### src/rtl/dlyd_meas_pkg.sv
// Shared types and helpers for the dlyd chain measurement controller.
// Holds the FSM state enum, the result width helper and the thermometer decoder.
package dlyd_meas_pkg;

    localparam int MAX_TAPS = 256;
    localparam int COUNT_W  = 9;

    typedef enum logic [2:0] {
        ST_IDLE,
        ST_LAUNCH,
        ST_SYNC,
        ST_DECODE,
        ST_RECOVER,
        ST_DONE
    } state_t;

    typedef struct packed {
        logic [COUNT_W-1:0] count;
        logic               bubble;
        logic               ovf;
    } therm_t;

    function automatic int cw_of(input int ntaps);
        return $clog2(ntaps + 1);
    endfunction

    // Counts contiguous ones from bit 0; any one above the first zero is a bubble.
    function automatic therm_t thermo_count(input logic [MAX_TAPS-1:0] vec, input int n);
        therm_t r;
        logic   seen_zero;
        r         = '0;
        seen_zero = 1'b0;
        for (int i = 0; i < MAX_TAPS; i++) begin
            if (i < n) begin
                if (!vec[i])
                    seen_zero = 1'b1;
                else if (seen_zero)
                    r.bubble = 1'b1;
                else
                    r.count = r.count + COUNT_W'(1);
            end
        end
        r.ovf = !seen_zero;
        return r;
    endfunction

endpackage

### src/rtl/dlyd_chain_meas_if.sv
// Host-side signal bundle of the dlyd chain measurement controller.
// The controller uses the slave modport; the chain model or host uses master.
interface dlyd_chain_meas_if import dlyd_meas_pkg::*; #(
    parameter int NTAPS = 32
) ();
    localparam int CW = cw_of(NTAPS);

    logic             start;
    logic [NTAPS-1:0] taps;
    logic             launch;
    logic             busy;
    logic             done;
    logic             valid;
    logic [CW-1:0]    result;
    logic             err;

    modport master (
        output start, taps,
        input  launch, busy, done, valid, result, err
    );

    modport slave (
        input  start, taps,
        output launch, busy, done, valid, result, err
    );
endinterface

### src/rtl/dlyd_meas_decode.sv
// Combinational tap decoder: count of contiguous ones plus bubble/overflow flags.
// DLYD_MEAS_BUBBLE_FIX_EN enables a 3-tap majority filter on interior taps first.
module dlyd_meas_decode import dlyd_meas_pkg::*; #(
    parameter int NTAPS = 32,
    parameter int CW    = cw_of(NTAPS)
) (
    input  logic [NTAPS-1:0] cap_s,
    output logic [CW-1:0]    count,
    output logic             bubble,
    output logic             ovf
);

    logic [NTAPS-1:0] filt;
    therm_t           res;

`ifdef DLYD_MEAS_BUBBLE_FIX_EN
    always_comb begin
        filt = cap_s;
        for (int i = 1; i < NTAPS - 1; i++)
            filt[i] = (cap_s[i-1] & cap_s[i]) | (cap_s[i] & cap_s[i+1]) |
                      (cap_s[i-1] & cap_s[i+1]);
    end
`else
    always_comb begin
        filt = cap_s;
    end
`endif

    always_comb begin
        res = thermo_count(MAX_TAPS'(filt), NTAPS);
    end

    assign count  = CW'(res.count);
    assign bubble = res.bubble;
    assign ovf    = res.ovf;

endmodule

### src/rtl/dlyd_chain_meas.sv
// Launches an edge into the dlyd chain, samples the taps one period later and
// averages 2^NSAMP_LOG2 tap counts into a taps-per-period result.
//
// state   | meaning
// IDLE    | waiting for start
// LAUNCH  | launch high, taps captured into cap_q on exit
// SYNC    | cap_q settles into cap_s
// DECODE  | tap count accumulated, launch dropped, recovery timer loaded
// RECOVER | chain drains with launch low for RECOVER_CYC cycles
// DONE    | result/valid updated, done pulse
module dlyd_chain_meas import dlyd_meas_pkg::*; #(
    parameter int NTAPS       = 32,
    parameter int NSAMP_LOG2  = 2,
    parameter int RECOVER_CYC = 4
) (
    input  logic              CLK,
    input  logic              RN,
    dlyd_chain_meas_if.slave  bus
);

    localparam int         CW        = cw_of(NTAPS);
    localparam int         AW        = CW + NSAMP_LOG2;
    localparam logic [4:0] LAST_SAMP = 5'((1 << NSAMP_LOG2) - 1);
    localparam logic [7:0] RCV_LOAD  = 8'(RECOVER_CYC);

    state_t           state;
    logic [NTAPS-1:0] cap_q;
    logic [NTAPS-1:0] cap_s;
    logic [AW-1:0]    acc;
    logic [4:0]       scnt;
    logic [7:0]       rcnt;

    logic             launch_q;
    logic             busy_q;
    logic             done_q;
    logic             valid_q;
    logic [CW-1:0]    result_q;
    logic             err_q;

    logic [CW-1:0]    count;
    logic             bubble;
    logic             ovf;

    dlyd_meas_decode #(
        .NTAPS (NTAPS),
        .CW    (CW)
    ) u_decode (
        .cap_s  (cap_s),
        .count  (count),
        .bubble (bubble),
        .ovf    (ovf)
    );

    always_ff @(posedge CLK or negedge RN) begin
        if (!RN) begin
            state    <= ST_IDLE;
            cap_q    <= '0;
            cap_s    <= '0;
            acc      <= '0;
            scnt     <= '0;
            rcnt     <= '0;
            launch_q <= 1'b0;
            busy_q   <= 1'b0;
            done_q   <= 1'b0;
            valid_q  <= 1'b0;
            result_q <= '0;
            err_q    <= 1'b0;
        end else begin
            case (state)
                ST_IDLE: begin
                    done_q <= 1'b0;
                    if (bus.start) begin
                        state    <= ST_LAUNCH;
                        launch_q <= 1'b1;
                        busy_q   <= 1'b1;
                        valid_q  <= 1'b0;
                        err_q    <= 1'b0;
                        acc      <= '0;
                        scnt     <= '0;
                    end
                end
                ST_LAUNCH: begin
                    cap_q <= bus.taps;
                    state <= ST_SYNC;
                end
                ST_SYNC: begin
                    cap_s <= cap_q;
                    state <= ST_DECODE;
                end
                ST_DECODE: begin
                    acc      <= acc + AW'(count);
                    launch_q <= 1'b0;
                    rcnt     <= RCV_LOAD;
                    if (bubble || ovf)
                        err_q <= 1'b1;
                    state    <= ST_RECOVER;
                end
                ST_RECOVER: begin
                    if (rcnt <= 8'd1) begin
                        if (scnt < LAST_SAMP) begin
                            scnt     <= scnt + 5'd1;
                            launch_q <= 1'b1;
                            state    <= ST_LAUNCH;
                        end else begin
                            // result/done land together so done marks the updated value
                            result_q <= CW'(acc >> NSAMP_LOG2);
                            done_q   <= 1'b1;
                            valid_q  <= 1'b1;
                            state    <= ST_DONE;
                        end
                    end else begin
                        rcnt <= rcnt - 8'd1;
                    end
                end
                ST_DONE: begin
                    done_q <= 1'b0;
                    busy_q <= 1'b0;
                    state  <= ST_IDLE;
                end
                default: state <= ST_IDLE;
            endcase
        end
    end

    assign bus.launch = launch_q;
    assign bus.busy   = busy_q;
    assign bus.done   = done_q;
    assign bus.valid  = valid_q;
    assign bus.result = result_q;
    assign bus.err    = err_q;

endmodule

### src/flat_wrapper.sv
// flat-port wrapper written by rule: the top's interface ports become plain ports
module dlyd_chain_meas_flat import dlyd_meas_pkg::*;
#(
    parameter int NTAPS       = 32,
    parameter int NSAMP_LOG2  = 2,
    parameter int RECOVER_CYC = 4
)
  (CLK, RN, bus_start, bus_taps, bus_launch, bus_busy, bus_done, bus_valid, bus_result, bus_err);
  dlyd_chain_meas_if #(.NTAPS(NTAPS)) bus_i ();
  input  logic CLK;
  input  logic RN;
  input wire logic [$bits(bus_i.start)-1:0] bus_start;
  input wire logic [$bits(bus_i.taps)-1:0] bus_taps;
  output wire logic [$bits(bus_i.launch)-1:0] bus_launch;
  output wire logic [$bits(bus_i.busy)-1:0] bus_busy;
  output wire logic [$bits(bus_i.done)-1:0] bus_done;
  output wire logic [$bits(bus_i.valid)-1:0] bus_valid;
  output wire logic [$bits(bus_i.result)-1:0] bus_result;
  output wire logic [$bits(bus_i.err)-1:0] bus_err;
  assign bus_i.start = bus_start;
  assign bus_i.taps = bus_taps;
  assign bus_launch = bus_i.launch;
  assign bus_busy = bus_i.busy;
  assign bus_done = bus_i.done;
  assign bus_valid = bus_i.valid;
  assign bus_result = bus_i.result;
  assign bus_err = bus_i.err;
  dlyd_chain_meas #(.NTAPS(NTAPS), .NSAMP_LOG2(NSAMP_LOG2), .RECOVER_CYC(RECOVER_CYC)) u_core (.CLK(CLK), .RN(RN), .bus(bus_i));
endmodule
### config.mk
export PLATFORM = sky130hd
export DESIGN_NAME = dlyd_chain_meas_flat
export DESIGN_NICKNAME = d
export VERILOG_FILES = /design/src/rtl/dlyd_meas_pkg.sv /design/src/rtl/dlyd_chain_meas_if.sv /design/src/rtl/dlyd_meas_decode.sv /design/src/rtl/dlyd_chain_meas.sv /design/src/flat_wrapper.sv
export SDC_FILE = /design/constraint.sdc
export NUM_CORES = 1
export LEC_CHECK = 0
export CAP_MARGIN = 20
export CORE_MARGIN = 1
export CORE_UTILIZATION = 45
export DETAILED_ROUTE_END_ITERATION = 8
export GPL_ROUTABILITY_DRIVEN = 1
export PLACE_DENSITY = 0.58
export SYNTH_ARGS = -nofsm -noshare
export SYNTH_HDL_FRONTEND = slang
export SYNTH_SLANG_ARGS = --single-unit
### constraint.sdc
create_clock -name CLK -period 25.8 [get_ports CLK]
set_clock_uncertainty 0.1 [all_clocks]
set_input_delay 6.45 -clock CLK [delete_from_list [all_inputs] [get_ports CLK]]
set_output_delay 6.45 -clock CLK [all_outputs]
set_load 0.005 [all_outputs]
==> results.toml, run 1 <==
[synth]
synth.largest_area_cell = "sky130_fd_sc_hd__dfrtp_1"
number_of_enable_flip_flop_cells_after_synthesis = 0
syn_warnings = 0
syn_nets = 1183
synth_most_common_cell = "sky130_fd_sc_hd__nand2_1"
synth-async-reset-ratio_pct = 100
ys_types = 93
list_of_most_frequent_post_synthesis_cells = "sky130_fd_sc_hd__nand2_1 (118), sky130_fd_sc_hd__nor2_1 (110), sky130_fd_sc_hd__dfrtp_1 (99)"
synth_fa_ha_area_share_pct = 5.48
synth_top_area_share_pct = 26.2
largest_family_of_logic_cells_by_synthesized_area = "simple AND/OR/NAND/NOR gates"
synth.area.top_cells = "sky130_fd_sc_hd__dfrtp_1 (26%), sky130_fd_sc_hd__mux2_2 (8.0%), sky130_fd_sc_hd__xnor2_1 (6.6%)"
syn-mean-instance-area_um2 = 8.53
synth-compound-area-share_pct = 15.5
synth.ff_latch_count = 99
post_synth_inst_count = 1108
post_synth_mux_area_share_pct = 10.7
synth_area_um2 = 9460
synth-main-ff-cell = "sky130_fd_sc_hd__dfrtp_1"
synth_seq_area_share_pct = 26.2
synth-simple-area-share_pct = 23.2
synthXorXnorAreaFrac_pct = 15.1

[clocking]
clkTransAtPathRegs_ns = 0.08
htree_num_levels = 3
postCtsResizedCells = 0
root_cell_of_the_clock_tree = "sky130_fd_sc_hd__clkbuf_16"
clock_tree_from_tritoncts = "yes"
ctsLongestPathBuffers = 2
worst_skew_pair.late_latency_ns = 0.36
postCtsSetupRepairBufs = 0
post_cts_hold_buffer_count = 0
cts_inserted_buffers = 9
cts_num_sinks = 99

[timing]
postLayoutSetupSlackWorst_ns = 5.76
final_hold_violations = 0
drv_slew = 0
rsz0062_at_grt = "false"
worst-slew-pin-transition_ns = 1.01
worst_slew_margin_rel_pct = 32.3
period_share_pct = 77.7
clock.fmax_mhz = 49.9
fin_setup_tns_ns = 0
finalSetupViolations = 0
worst_hold_slack_after_final_layout_ns = 0.386
clock_period_minus_worst_slack_ns = 20.04

[placed_design]
post_dp_cell_area_um2 = 10100
gp_congestion = 0.890
place_inst = 1378
dp_hpwl_um = 18200
port-buffer-count = 45
place_worst_setup_slack_ns = 5.96

[finish]
layout.filler_cells = 2048
instances_no_fill = 1396
net_count_of_the_finished_layout = 1195
layout_cell_share_with_drive_strength_beyond_1_pct = 11.9
flow.area_growth_from_synthesis_pct = 10.1
final_cell_area_um2 = 10400

[drt]
wl_per_cell_um = 17.3
wl_um = 24200
detail_route.iter0.violations = 496
detailroute.via_count = 8138
drc_errors = 0
per_cell_via_count_in_the_routed_design = 5.83
first_pass_iters = 5
ant_nets = 0

[grt]
grt_antenna_before_repair = 2
grt_start_max_net_pins = 70
grt_use_total_pct = 23.1
grt_first_pass_wirelength_um = 40400
globalRoute.totalOverflow = 0
grt_pass1_vias = 7875

[pwr]
sw_share_pct = 47.7
power.density_nw_per_um2 = 101
p_int_mw = 0.551
pwr-share-clk_pct = 13.4
leakage_power_figure_nw = 4.20
p_comb_share_pct = 56.0
largest_voltage_drop_on_the_vdd_net_mv = 0.0757
power.net_switching_mw = 0.502
power.sequential.fraction_pct = 30.6

[worst_setup_path]
r2r_cells = 97
peak_per_stage_delay_on_the_critical_path_ns = 0.67
worst_setup_path_start_kind = "flop"
worstPathMaxFanout = 16
worst_ep_arrival_time_ns = 20.23
critical-path-top-cell-by-count = "sky130_fd_sc_hd__ha_1"
timing.critical_path.required_ns = 25.99
crit_path_top_delay_cell = "sky130_fd_sc_hd__dfrtp_1"
timing.critical_path.to_type = "flop"
path_class = "flop to flop"

[floorplanning]
die_height_um = 147
die_w_um = 147
floorplan.initialDensity_pct = 46.3
core_um2 = 20400
floorplan.die_area_um2 = 21600
rows = 52
ios = 46

[worst_hold_path]
hp-class = "flop to flop"
worstHoldPathCells = 2

[job]
maxCapViolations = 0

[outcome]
run_status = "complete, no violations"
[cell families after synthesis]
| kind of cell | Yosys count |
|---|---|
| simple gates | 437 |
| fa+ha+maj | 41 |
| xor+xnor | 131 |
| compound gates | 219 |
| flops | 99 |
| buf+inv | 90 |
| mux | 91 |
[power by group through the flow]
stage | Sequential (mW) | Clock [mW] | Combinational (mW)
final | 0.322 | 0.141 | 0.589
after global routing | 0.337 | 0.151 | 0.655
after CTS | 0.320 | 0.146 | 0.586
after detailed placement | 0.323 | 0 | 0.582
after global placement | 0.322 | 0 | 0.573
after floorplan | 0.254 | 0 | 0.509
[routing by layer]
layer  part of all wire [%]  GRT usage, %  wire length (µm)  up-vias
met5                  0.070             0                17        -
met2                     45          36.8             10800      187
met3                    4.4          4.10              1060       25
met1                     49          32.5             11900     3907
li1                       -             -                 -     4017
met4                    1.6          5.41               391        2
[worst paths after layout]
check,startpoint,endpoint,slack [ns]
setup / recovery,u_core.cap_s[0]$_DFFE_PN0P_,u_core.acc[7]$_DFFE_PN0P_,5.76
hold reg to reg,u_core.cap_q[21]$_DFFE_PN0P_,u_core.cap_s[21]$_DFFE_PN0P_,0.39
min in group asynchronous,RN,u_core.bus.result[5]$_DFFE_PN0P_,5.89
setup reg to reg,u_core.cap_s[0]$_DFFE_PN0P_,u_core.acc[7]$_DFFE_PN0P_,5.76
hold / removal,u_core.cap_q[21]$_DFFE_PN0P_,u_core.cap_s[21]$_DFFE_PN0P_,0.39
max in group asynchronous,RN,u_core.cap_q[13]$_DFFE_PN0P_,18.43
[layout make-up]
type                       instances  area (µm²)  share of cell area (%)
antenna                            1        2.50                  0.0240
timing repair buffer              52         520                    5.00
tap                              270         338                    3.24
sequential                        99        2480                    23.8
inverter                          39         146                    1.41
clock inverter                     7        70.1                   0.673
clock buffer                       9         225                    2.16
multi-input combinational        919        6640                    63.7
[flip-flops by register name, summed over array words and instances, names as in the netlist]
| signal | count |
|---|---|
| u_core.bus.launch | 1 |
| u_core.scnt | 5 |
| u_core.cap_q | 32 |
| u_core.cap_s | 32 |
| u_core.bus.err | 1 |
| u_core.state | 3 |
| u_core.bus.busy | 1 |
| u_core.bus.done | 1 |
| u_core.bus.valid | 1 |
| u_core.acc | 8 |
| u_core.rcnt | 8 |
| u_core.bus.result | 6 |
[stage by stage]
step	total power [mW]	util, %
final	1.05	51.0
after global routing	1.14	51.0
after CTS	1.05	50.9
after detailed placement	0.906	49.5
after global placement	0.895	49.4
after floorplan	0.763	-
[cells in the final DEF, fill, tap and decap left out, drive strengths merged, types with 5 or more instances in the layout]
cell type and count:
inv 42, nand2b 15, o21a 5, o211ai 8
a21o 5, a21oi 41, nand3 50, mux2i 24
nor3b 7, xnor3 8, nand4 18, buf 8
nor3 27, a22oi 5, or2 6, nand2 118
clkdlybuf4s50 44, and2 12, o21ai 65, nor2 112
and3 13, and3b 5, a32oi 9, ha 39
xor2 41, xnor2 79, o31ai 9, a31oi 10
nor4 16, nor2b 15, mux2 67, clkbuf 9
a211oi 17, a21boi 5, dfrtp 99
[critical path, delay by kind of cell, from the launching register on]
kind	cells	cell delay (ns)
simple gates	25	3.72
fa+ha+maj	18	5.18
flops	1	0.67
compound gates	28	5.81
mux	11	2.08
xor+xnor	13	2.18
buf+inv	2	0.27
Note: power is estimated with default switching activity, not from simulation.
==> run 2: changes to the inputs <==
==> constraint.sdc (replaced) <==
create_clock -name CLK -period 20.6 [get_ports CLK]
set_clock_uncertainty 0.1 [all_clocks]
set_input_delay 5.15 -clock CLK [delete_from_list [all_inputs] [get_ports CLK]]
set_output_delay 5.15 -clock CLK [all_outputs]
set_load 0.005 [all_outputs]
==> results.toml, run 2 (synthesized netlist as in run 1, its figures left out) <==
[drt]
first_pass_iters = 5
wl_per_cell_um = 17.4
wl_um = 24300
per_cell_via_count_in_the_routed_design = 5.80
detail_route.iter0.violations = 507
detailroute.via_count = 8138
ant_nets = 0
drc_errors = 0

[worst_hold_path]
worstHoldPathCells = 2
hp-class = "flop to flop"

[clocking]
cts_inserted_buffers = 9
root_cell_of_the_clock_tree = "sky130_fd_sc_hd__clkbuf_16"
cts_num_sinks = 99
ctsLongestPathBuffers = 2
clkTransAtPathRegs_ns = 0.09
clock_tree_from_tritoncts = "yes"
htree_num_levels = 3
worst_skew_pair.late_latency_ns = 0.36

[outcome]
run_status = "complete, no violations"

[job]
maxCapViolations = 0

[finish]
layout.filler_cells = 2011
layout_cell_share_with_drive_strength_beyond_1_pct = 13.2
net_count_of_the_finished_layout = 1201
biggestRegsByFlops = "u_core.cap_q: 32 flops, u_core.cap_s: 32 flops"
layout.cells.most_common = "sky130_fd_sc_hd__nand2_1"
final_cell_area_um2 = 10500
final-seq-area_um2 = 2480
most_frequent_cells_in_the_layout = "sky130_fd_sc_hd__nand2_1 (118), sky130_fd_sc_hd__nor2_1 (108), sky130_fd_sc_hd__dfrtp_1 (97), sky130_fd_sc_hd__xnor2_1 (71), sky130_fd_sc_hd__mux2_2 (67)"
multi_input_comb_area_um2 = 6700
flow.area_growth_from_synthesis_pct = 11.2

[timing]
final_hold_violations = 0
clock.fmax_mhz = 52.7
worst-slew-pin-transition_ns = 0.990
worst_slew_margin_rel_pct = 33.7
fin_setup_tns_ns = 0
period_share_pct = 92.1
finalSetupViolations = 0
clock_period_minus_worst_slack_ns = 18.98
drv_slew = 0

[floorplanning]
die_w_um = 147
die_height_um = 147
floorplan.initialDensity_pct = 46.3
rows = 52
floorplan.die_area_um2 = 21600
ios = 46
core_um2 = 20400

[grt]
grt_start_max_net_pins = 70
grt_pass1_vias = 7668
globalRoute.totalOverflow = 0
grt_use_total_pct = 23.0
grt_antenna_before_repair = 1
grt_first_pass_wirelength_um = 40100

[worst_setup_path]
timing.critical_path.to_type = "flop"
setup.reg_to_reg.worst_slack_ns = 1.62
critical_path.reg2reg.endpoint = "u_core.acc[7]$_DFFE_PN0P_"
timing.critical_path.from = "u_core.cap_s[0]$_DFFE_PN0P_"
r2r_cells = 97
timing.critical_path.required_ns = 20.78
path_class = "flop to flop"
critical-path-top-cell-by-count = "sky130_fd_sc_hd__ha_1"
worstReg2RegStart = "u_core.cap_s[0]$_DFFE_PN0P_"
peak_per_stage_delay_on_the_critical_path_ns = 0.46
crit_path_top_delay_cell = "sky130_fd_sc_hd__dfrtp_2"
worstPathMaxFanout = 10
critPathCapture = "u_core.acc[7]$_DFFE_PN0P_"
worst_ep_arrival_time_ns = 19.16
worst_setup_path_start_kind = "flop"

[placed_design]
dp_hpwl_um = 18200
port-buffer-count = 45
gp_congestion = 0.890
post_dp_cell_area_um2 = 10100

[pwr]
leakage_power_figure_nw = 4.23
largest_voltage_drop_on_the_vdd_net_mv = 0.0804
power.density_nw_per_um2 = 128
run 2: cell types whose count changed in the layout (fill, tap and decap cells not counted), sizes merged:
cell    before  now
clkinv       4    2
inv         42   44
buf          8   14
run 2: timing repair:
item,4_1_cts,5_1_grt
resized for setup,0,14
setup endpoints to repair,0,7
buffers inserted,0,6
hold buffers,0,0
endpoints found under the hold margin,0,0
run 2: how the worst min path moves through the flow:
stage	start	endpoint	slack, ns
6_report	u_core.cap_q[21]$_DFFE_PN0P_	u_core.cap_s[21]$_DFFE_PN0P_	0.38
5_1_grt	u_core.cap_q[22]$_DFFE_PN0P_	u_core.cap_s[22]$_DFFE_PN0P_	0.42
4_1_cts	u_core.cap_q[21]$_DFFE_PN0P_	u_core.cap_s[21]$_DFFE_PN0P_	0.39
3_5_place_dp	u_core.cap_q[21]$_DFFE_PN0P_	u_core.cap_s[21]$_DFFE_PN0P_	0.38
3_3_place_gp	u_core.cap_q[28]$_DFFE_PN0P_	u_core.cap_s[28]$_DFFE_PN0P_	0.36
2_1_floorplan	u_core.cap_q[0]$_DFFE_PN0P_	u_core.cap_s[0]$_DFFE_PN0P_	0.35
run 2: per-stage QoR:
stage / setup WS [ns] / hold slack (ns) / utilization, % / std cells / total power, mW
2_1_floorplan: 2.74 / 0.346 / - / 1108 / 0.956
3_3_place_gp: 1.34 / 0.361 / 49.4 / 1377 / 1.12
3_5_place_dp: 0.737 / 0.375 / 49.5 / 1378 / 1.13
4_1_cts: 0.676 / 0.394 / 50.9 / 1394 / 1.32
5_1_grt: -0.0210 / 0.421 / 51.5 / 1401 / 1.46
6_report: 1.62 / 0.383 / 51.5 / 1402 / 1.35
run 2: critical path, delay by kind of cell, from the launching register on:
kind / cells / cell delay, ns
compound gates: 28 / 5.06
xor+xnor: 13 / 2.11
fa+ha+maj: 18 / 5.41
buf+inv: 2 / 0.23
flops: 1 / 0.46
mux: 11 / 1.99
simple gates: 25 / 3.52
run 2: routing by layer:
| metal | vias to the layer above | GRT usage, % | wire length, µm | share of wire [%] |
|---|---|---|---|---|
| met3 | 26 | 3.45 | 975 | 4.0 |
| met2 | 177 | 36.0 | 10900 | 45 |
| met5 | - | 0 | 0 | 0 |
| met4 | 0 | 5.57 | 425 | 1.7 |
| met1 | 3915 | 33.2 | 12100 | 50 |
| li1 | 4020 | - | - | - |
run 2: layout make-up:
class,count,share of cell area (%)
Multi-Input combinational cell,919,63.7
Sequential cell,99,23.6
Timing Repair Buffer,58,5.38
Tap cell,270,3.21
Clock buffer,9,2.14
Inverter,39,1.39
Clock inverter,7,0.618
Antenna cell,1,0.0238
run 2: where the power goes:
part           switching, mW  total [mW]  internal [mW]  leakage (nW)
registers              0.125       0.398          0.274          1.23
logic                  0.425       0.770          0.344          2.86
clock network         0.0927       0.179         0.0859         0.146
